[src/rtl/round_clip_27_if.sv]
// FIFO-bank read and single-FIFO write interfaces used by round_clip_27.
// The actor modports are the consumer/producer side; fifo modports are the FIFO side.
interface read_interface #(
    parameter int FLUX  = 2,
    parameter int WIDTH = 28
);
    logic [FLUX-1:0]  empty;
    logic [FLUX-1:0]  read;
    logic [WIDTH-1:0] dout;

    modport actor (input empty, input dout, output read);
    modport fifo  (output empty, output dout, input read);
endinterface

interface write_interface #(
    parameter int WIDTH = 17
);
    logic             full;
    logic             write;
    logic [WIDTH-1:0] din;

    modport actor (input full, output write, output din);
    modport fifo  (output full, input write, input din);
endinterface

[src/rtl/round_clip_27.sv]
// Round (half-up) and clip of tagged 27-bit sums, 2-stage pipeline, round-robin over FLUX FIFOs.
// Optional ROUND_CLIP_27_CLIP_COUNT_EN adds a saturating count of clipped written samples.
module round_clip_27 #(
    parameter int FLUX      = 2,
    parameter int SHIFT     = 7,
    parameter int OUT_WIDTH = 16
) (
    input  logic          clk,
    input  logic          rst,
    read_interface.actor  read_port,
    write_interface.actor write_port
`ifdef ROUND_CLIP_27_CLIP_COUNT_EN
    ,
    output logic [15:0]   clip_count
`endif
);
    localparam int TAG_WIDTH  = $clog2(FLUX);
    localparam int DATA_WIDTH = 27;
    localparam int SUM_WIDTH  = DATA_WIDTH + 1;
    localparam int unsigned FLUX_N = FLUX;

    localparam logic [TAG_WIDTH-1:0] LAST_FLUX = TAG_WIDTH'(FLUX - 1);
    localparam logic signed [SUM_WIDTH-1:0] ROUND_BIAS = SUM_WIDTH'(64'd1 << (SHIFT - 1));
    localparam logic signed [SUM_WIDTH-1:0] OUT_MAX    = SUM_WIDTH'((64'sd1 <<< (OUT_WIDTH - 1)) - 64'sd1);
    localparam logic signed [SUM_WIDTH-1:0] OUT_MIN    = SUM_WIDTH'(-(64'sd1 <<< (OUT_WIDTH - 1)));

    logic                        v1, v2;
    logic [TAG_WIDTH-1:0]        tag1, tag2, rr_ptr;
    logic signed [SUM_WIDTH-1:0] r1;
    logic [OUT_WIDTH-1:0]        q2;

    logic                        en1, en2, accept, wr;
    logic                        found_hi, found_lo;
    logic [TAG_WIDTH-1:0]        sel_hi, sel_lo, sel, ptr_next;
    logic [FLUX-1:0]             read_vec;
    logic signed [SUM_WIDTH-1:0] sum_next, shifted;
    logic                        too_high, too_low;
    logic [OUT_WIDTH-1:0]        q_next;

    assign en2 = ~v2 | ~write_port.full;
    assign en1 = ~v1 | en2;

    // Rotating priority split into two passes: first non-empty at or above rr_ptr wins,
    // otherwise the lowest non-empty flux (the wrapped part of the scan).
    always_comb begin
        found_hi = 1'b0;
        found_lo = 1'b0;
        sel_hi   = '0;
        sel_lo   = '0;
        for (int unsigned f = 0; f < FLUX_N; f++) begin
            if (!read_port.empty[f]) begin
                if (!found_hi && (TAG_WIDTH'(f) >= rr_ptr)) begin
                    sel_hi   = TAG_WIDTH'(f);
                    found_hi = 1'b1;
                end
                if (!found_lo) begin
                    sel_lo   = TAG_WIDTH'(f);
                    found_lo = 1'b1;
                end
            end
        end
        sel = found_hi ? sel_hi : sel_lo;
    end

    assign accept   = en1 & found_lo & ~rst;
    assign ptr_next = (sel == LAST_FLUX) ? '0 : sel + 1'b1;

    always_comb begin
        read_vec = '0;
        if (accept) read_vec[sel] = 1'b1;
    end

    assign read_port.read = read_vec;

    assign sum_next = $signed({read_port.dout[DATA_WIDTH-1], read_port.dout[DATA_WIDTH-1:0]}) + ROUND_BIAS;

    always_comb begin
        shifted  = r1 >>> SHIFT;
        too_high = shifted > OUT_MAX;
        too_low  = shifted < OUT_MIN;
        q_next   = shifted[OUT_WIDTH-1:0];
        if (too_high) q_next = OUT_MAX[OUT_WIDTH-1:0];
        if (too_low)  q_next = OUT_MIN[OUT_WIDTH-1:0];
    end

    always_ff @(posedge clk) begin
        if (rst) begin
            v1     <= 1'b0;
            tag1   <= '0;
            r1     <= '0;
            v2     <= 1'b0;
            tag2   <= '0;
            q2     <= '0;
            rr_ptr <= '0;
        end else begin
            if (en1) begin
                v1   <= accept;
                tag1 <= sel;
                r1   <= sum_next;
            end
            if (en2) begin
                v2   <= v1;
                tag2 <= tag1;
                q2   <= q_next;
            end
            if (accept) rr_ptr <= ptr_next;
        end
    end

    assign wr               = v2 & ~write_port.full & ~rst;
    assign write_port.write = wr;
    assign write_port.din   = {tag2, q2};

`ifdef ROUND_CLIP_27_CLIP_COUNT_EN
    logic clip2;

    always_ff @(posedge clk) begin
        if (rst) begin
            clip2      <= 1'b0;
            clip_count <= '0;
        end else begin
            if (en2) clip2 <= too_high | too_low;
            if (wr && clip2 && (clip_count != 16'hFFFF)) clip_count <= clip_count + 16'd1;
        end
    end
`endif

endmodule

[src/flat_wrapper.sv]
// flat-port wrapper written by rule: the top's interface ports become plain ports
module round_clip_27_flat 
#(
    parameter int FLUX      = 2,
    parameter int SHIFT     = 7,
    parameter int OUT_WIDTH = 16
)
  (clk, rst, read_port_empty, read_port_dout, read_port_read, write_port_full, write_port_write, write_port_din);
  read_interface #(.FLUX(FLUX), .WIDTH(28)) read_port_i ();
  write_interface #(.WIDTH(17)) write_port_i ();
  input  logic clk;
  input  logic rst;
  input wire logic [$bits(read_port_i.empty)-1:0] read_port_empty;
  input wire logic [$bits(read_port_i.dout)-1:0] read_port_dout;
  output wire logic [$bits(read_port_i.read)-1:0] read_port_read;
  input wire logic [$bits(write_port_i.full)-1:0] write_port_full;
  output wire logic [$bits(write_port_i.write)-1:0] write_port_write;
  output wire logic [$bits(write_port_i.din)-1:0] write_port_din;
  assign read_port_i.empty = read_port_empty;
  assign read_port_i.dout = read_port_dout;
  assign read_port_read = read_port_i.read;
  assign write_port_i.full = write_port_full;
  assign write_port_write = write_port_i.write;
  assign write_port_din = write_port_i.din;
  round_clip_27 #(.FLUX(FLUX), .SHIFT(SHIFT), .OUT_WIDTH(OUT_WIDTH)) u_core (.clk(clk), .rst(rst), .read_port(read_port_i), .write_port(write_port_i));
endmodule
[config.mk]
export PLATFORM = sky130hd
export DESIGN_NAME = round_clip_27_flat
export DESIGN_NICKNAME = d
export VERILOG_FILES = /design/src/rtl/round_clip_27_if.sv /design/src/rtl/round_clip_27.sv /design/src/flat_wrapper.sv
export SDC_FILE = /design/constraint.sdc
export NUM_CORES = 1
export LEC_CHECK = 0
export BUFFER_PORTS_ARGS = -buffer_cell sky130_fd_sc_hd__buf_4
export CORE_ASPECT_RATIO = 1.5
export CORE_MARGIN = 4
export CORE_UTILIZATION = 51
export DETAILED_ROUTE_END_ITERATION = 8
export PLACE_DENSITY = 0.87
export SETUP_SLACK_MARGIN = 0.15
export SYNTH_ARGS = -nofsm -noshare
export SYNTH_HDL_FRONTEND = slang
export SYNTH_SLANG_ARGS = --single-unit
[constraint.sdc]
create_clock -name clk -period 1.7 [get_ports clk]
set_input_delay 0.17 -clock clk [delete_from_list [all_inputs] [get_ports clk]]
set_output_delay 0.17 -clock clk [all_outputs]
set_load 0.01 [all_outputs]
==> results.toml, run 1 <==
[run_status]
status = "completed"

[layout]
num_antenna_cells = 0
final_net_count = 314
area_delta_synth_final_pct = 26.0
fin_util_pct = 66.7
drive_gt1_share_pct = 24.9

[power]
pwr-share-clk_pct = 34.1
power.leakage_nw = 1.01
power_density_mw_per_mm2 = 911
netSwitchingPower_mw = 0.551
vdd_drop_max_v = 0.000705
seqPwrFrac_pct = 50.5
total_power_mw = 2.22
p_comb_share_pct = 15.5
p_int_mw = 1.66
p_sw_share_pct = 24.9

[floorplanning]
io_pins = 53
die_h_um = 83.4
die_area_mm2 = 0.00485
core.rowCount = 27
die_w_um = 58.2
core_area_mm2 = 0.00365
start_util_pct = 52.9

[setup_path]
slowest_delay_ns = 0.38
crit_fanout = 8
critPathKind = "flop to output pin"
cp.required_ns = 1.53
startpoint_type = "flop"
endpoint_kind = "output pin"
crit_slowest_cell = "dfxtp_1"
cp_cell_sequence = "nand3_1, nand2b_2, nor3_2, buf_4"
crit_arrival_ns = 1.29

[yosys]
synth.top_cells.by_area = "dfxtp_1 44%, nand2_1 6.8%, o21ai_0 6.2%, xnor2_1 5.9%, nor2_1 5.6%"
synth_top_cell_by_area = "dfxtp_1"
ys_seq_area_share_pct = 43.6
syn_inst = 235
ys.flop_type = "dfxtp_1"
synth-edff-count = 0
synthArstFlopShare_pct = 0
syn_area_per_cell_um2 = 8.22
synth_top_area_share_pct = 43.6
mappedNetlistArea_mm2 = 0.00193
synth.distinct_cells = 39
ys_ff_latch = 42
syn_nets = 269
ys_warn_count = 0

[grt]
grt_usage_pct = 18.9
grt-ovfl-total = 0
grt_pass1_wl_um = 7380
antenna_found_initial = 0
grt_pass1_vias = 1762
grt_max_degree = 19

[sta]
layout_worst_path_cycle_share_pct = 85.7
hold_viol = 0
fin_skew_ns = 0.00508
setup_ws_ns = 0.242
fmax_ghz = 0.686
period_minus_slack_ns = 1.46
worst_pin_slew_ns = 0.625
maxSlewHeadroom_pct = 58.3
drv_slew = 0
rsz0062_at_grt = "no"
setup_viol = 0
tns_ns = 0

[hold_path]
worstHoldPathType = "input port to flop"

[placement]
place_ws_ns = 0.0856
gp_congestion = 0.792
place.port_buffers = 45
dp_hpwl_um = 3270

[clock_tree]
root_buffer = "clkbuf_8"
clk_path_buf_depth = 2
cts_buffers = 5
htreeDepth = 2
cts_tree = "yes"
cts.sinks = 42
clkLatencyLatePin_ns = 0.29
clk_pin_slew_ns = 0.07
cts_setup_buffers = 0
postCtsHoldBufs = 0
ctsResizeCount = 3

[run]
maxCapViolCount = 0

[drt]
via_count = 1778
drtIter0Drc = 68
wl_um = 4280
drc = 0
drt_first_pass_iters = 4
antenna_left = 0
wl_per_cell_um = 13.2
detail_route.vias_per_cell = 5.49
[metrics by stage]
stage / hold slack [ns] / std cells / cell area [um2]
after floorplan: 0.278 / 235 / 1930
after global placement: 0.392 / 316 / 2300
after detailed placement: 0.392 / 316 / 2300
after CTS: 0.0934 / 324 / 2420
after global routing: 0.105 / 324 / 2430
final: 0.102 / 324 / 2430
[synth_stat cells, types with 3 or more instances]
master / n
dfxtp_1: 42
nand2_1: 35
nor2_1: 29
o21ai_0: 24
nand3_1: 16
xnor2_1: 13
nor3_1: 9
inv_1: 6
a21oi_1: 5
buf_2: 5
clkbuf_1: 5
a32oi_1: 4
nand3b_1: 4
o21ai_1: 4
nor4_1: 3
or3_1: 3
[kinds of logic (layout without fill, tap and decap cells)]
logic type | count (synthesis) | after routing | synth area share [%]
AOI/OAI and AO/OA | 45 | 45 | 13.9
and+or+nand+nor | 115 | 115 | 31.5
adders and majority gates | 1 | 1 | 0.648
DFF | 42 | 42 | 43.6
buffers and inverters | 18 | 64 | 4.02
xor gates and xnor gates | 14 | 14 | 6.35
[layout by cell type, fill, tap and decap left out, types with 2 or more instances in the layout]
master	n
clkbuf_8	5
o21ai_0	24
nor3_2	2
or3_1	3
nand2_1	35
inv_1	6
o21ai_1	4
a21oi_1	4
nor3_1	7
nand3_1	16
nor2_1	28
and3_1	2
nand3b_1	4
dfxtp_1	42
a211oi_1	2
a32oi_1	4
nor4_1	3
clkinv_2	2
nor4_4	2
nand4_2	2
xnor2_1	13
buf_4	50
[metal layers]
layer / part of all wire, % / up-vias / global-route usage (%) / routed length, um
met1: 40 / 823 / 21.2 / 1720
met4: 1.5 / 0 / 8.02 / 66
met3: 4.5 / 4 / 3.27 / 191
met5: 0 / - / 0 / 0
met2: 54 / 47 / 33.5 / 2300
li1: - / 904 / - / -
[flip-flops by register name, summed over array words and instances (netlist names)]
name / cells
u_core.tag1: 1
u_core.r1: 21
u_core.q2: 16
u_core.tag2: 1
u_core.rr_ptr: 1
u_core.v1: 1
u_core.v2: 1
[cell type report]
type / instances / area (um2)
timing repair buffer: 50 / 375
fill: 324 / 1220
clock inverter: 3 / 40.0
inverter: 6 / 22.5
sequential: 42 / 841
tap: 43 / 53.8
clock buffer: 5 / 68.8
multi-input combinational: 175 / 1030
[power by group through the flow]
stage	Sequential [mW]	Combinational (mW)	Clock, mW
4_1_cts	1.12	0.344	0.768
2_1_floorplan	1.14	0.156	0
6_report	1.12	0.343	0.755
3_5_place_dp	1.14	0.339	0
5_1_grt	1.13	0.381	0.814
3_3_place_gp	1.13	0.329	0
[critical path: cells and delay by family (launching register included)]
family,cells,cell delay (ns)
simple gates,3,0.48
flops,1,0.38
buf+inv,1,0.15
[path summary, 6_finish.rpt]
check,start,end,slack (ns),cells after the start
max reg2reg,u_core.r1[23],u_core.q2[6],0.28,4
max,u_core.v2,read_port_read[1],0.24,4
min reg2reg,u_core.q2[9],u_core.q2[9],0.46,2
min,read_port_empty[1],u_core.v1,0.10,2
Note: power is estimated with default switching activity, not from simulation.
==> run 2, diff against run 1 <==
ABC_AREA = 1   (was not set)
CORE_UTILIZATION = 53   (was 51)
PLACE_DENSITY = 0.88   (was 0.87)
==> results.toml, run 2 <==
[hold_path]
worstHoldPathType = "input port to flop"
min_path_cells = 3
min_from = "read_port_dout[16]"

[sta]
setup_viol = 0
rsz0062_at_grt = "no"
fin_skew_ns = 0.00461
drv_slew = 0
fmax_ghz = 0.679
period_minus_slack_ns = 1.47
worst_pin_slew_ns = 0.360
whs_ns = 0.158
hold_viol = 0
layout_worst_path_cycle_share_pct = 86.7
tns_ns = 0
maxSlewHeadroom_pct = 76.0

[yosys]
syn_nets = 340
ys_ff_latch = 42
synthArstFlopShare_pct = 0
synth.distinct_cells = 32
mappedNetlistArea_mm2 = 0.00220
syn_area_per_cell_um2 = 7.20
synth_top_area_share_pct = 38.2
synth_top_cell_by_area = "dfxtp_1"
syn_inst = 306
ys_seq_area_share_pct = 38.2
synth_top_cells_by_count = "99 x nand2_1, 42 x dfxtp_1, 36 x inv_1"
synth.top_cells.by_area = "dfxtp_1 38%, nand2_1 17%, inv_1 6.1%, a21oi_1 5.5%, o22ai_2 4.0%"
yosysMostFrequentCell = "nand2_1"
ys_warn_count = 0
ys.flop_type = "dfxtp_1"
synth-edff-count = 0

[layout]
top_register = "u_core.r1"
num_antenna_cells = 0
layout_commonest_cell = "nand2_1"
final_cell_mix = "99 x nand2_1, 52 x buf_4, 41 x dfxtp_1"
fin_area_mm2 = 0.00268
largest_register_ffs = 21
final_net_count = 390
area_delta_synth_final_pct = 21.8
drive_gt1_share_pct = 25.8
top_regs = "u_core.r1: 21 flops, u_core.q2: 16 flops"
fillers = 350

[setup_path]
r2r_cells = 8
cp.required_ns = 1.53
endpoint_kind = "output pin"
rr_startpoint = "u_core.v2"
crit_fanout = 5
worstSetupStartpoint = "u_core.v2"
startpoint_type = "flop"
critPathKind = "flop to output pin"
crit_arrival_ns = 1.30

[power]
vdd_drop_max_v = 0.000705
total_power_mw = 2.13
power_density_mw_per_mm2 = 794
power.leakage_nw = 1.27

[floorplanning]
die_h_um = 86.9
die_w_um = 60.6
die_area_mm2 = 0.00527
start_util_pct = 55.1
core.rowCount = 28
io_pins = 53
core_area_mm2 = 0.00399

[drt]
wl_um = 4920
antenna_left = 0
drc = 0
drt_first_pass_iters = 4
detail_route.vias_per_cell = 5.03
drtIter0Drc = 70
wl_per_cell_um = 12.3
via_count = 2018

[run_status]
status = "completed"

[clock_tree]
root_buffer = "clkbuf_8"
htreeDepth = 2
cts.sinks = 42
clk_pin_slew_ns = 0.07
cts_tree = "yes"
clk_path_buf_depth = 2
cts_buffers = 5
clkLatencyLatePin_ns = 0.29

[grt]
grt-ovfl-total = 0
grt_pass1_wl_um = 8090
grt_pass1_vias = 1914
grt_max_degree = 23
grt_usage_pct = 19.7
antenna_found_initial = 0

[run]
maxCapViolCount = 0

[placement]
gp_congestion = 0.833
postPlaceCellArea_mm2 = 0.00255
place.port_buffers = 45
dp_hpwl_um = 3730
-- run 2: cell types whose count changed in the layout (fill, tap and decap cells not counted), moves of 7 or more --
cell     delta
xnor2_1     -7
nand2_1    +64
o21ai_0    -13
a21oi_1    +20
o22ai_2     +7
inv_1      +29
-- run 2: layout make-up --
type	instances	area, um2	share of cell area, %
Multi-Input combinational cell	216	1160	43.4
Tap cell	45	56.3	2.10
Inverter	39	154	5.74
Sequential cell	42	842	31.4
Timing Repair Buffer	52	390	14.6
Clock buffer	7	76.3	2.85
-- run 2: worst paths after layout --
| kind | endpoint | slack (ns) |
|---|---|---|
| hold reg to reg | u_core.q2[10] | 0.47 |
| setup reg to reg | u_core.r1[12] | 0.37 |
| hold / removal | u_core.r1[16] | 0.16 |
| setup / recovery | read_port_read[0] | 0.23 |
-- run 2: routing by layer --
metal | GRT usage, % | part of all wire, %
met1 | 22.8 | 41
met2 | 34.4 | 52
met3 | 3.86 | 4.4
met4 | 7.89 | 2.2
met5 | 0 | 0
-- run 2: critical path: stages (launching register included) --
cell	delay [ns]
dfxtp_2	0.35
nand2_4	0.09
nor2_8	0.16
inv_8	0.05
nand2_8	0.06
nor2_1	0.04
nand2_1	0.07
inv_1	0.05
buf_4	0.14
-- run 2: timing repair --
| item | 4_1_cts | 5_1_grt |
|---|---|---|
| setup buffers | 0 | 5 |
| gates resized for setup | 1 | 5 |
| pin swaps | 0 | 2 |
| hold buffers | 0 | 0 |
| setup endpoints to repair | 1 | 2 |
| cloned | 0 | 0 |
-- run 2: power by group --
group / switching [mW] / internal [mW] / total, mW
Combinational: 0.244 / 0.189 / 0.433
Clock: 0.316 / 0.283 / 0.599
Sequential: 0.0349 / 1.06 / 1.10
Total: 0.595 / 1.53 / 2.13
-- run 2: kinds of logic (layout without fill, tap and decap cells) --
family | after synthesis | in the layout | synth area share, %
buffers and inverters | 48 | 98 | 9.66
flip-flops | 42 | 42 | 38.2
AO/OA/AOI/OAI | 50 | 50 | 14.8
AND/OR/NAND/NOR | 155 | 155 | 32.8
XOR/XNOR | 10 | 10 | 3.98
adder cells (fa/ha/maj) | 1 | 1 | 0.568
-- run 2: stage by stage --
stage / instances / utilization [%] / worst slack, ns
CTS: 396 / 65.7 / 0.169
global placement: 389 / 63.8 / 0.330
floorplan: 306 / - / 0.566
detailed placement: 389 / 63.8 / 0.275
finish: 401 / 67.1 / 0.226
global route: 401 / 67.1 / 0.141
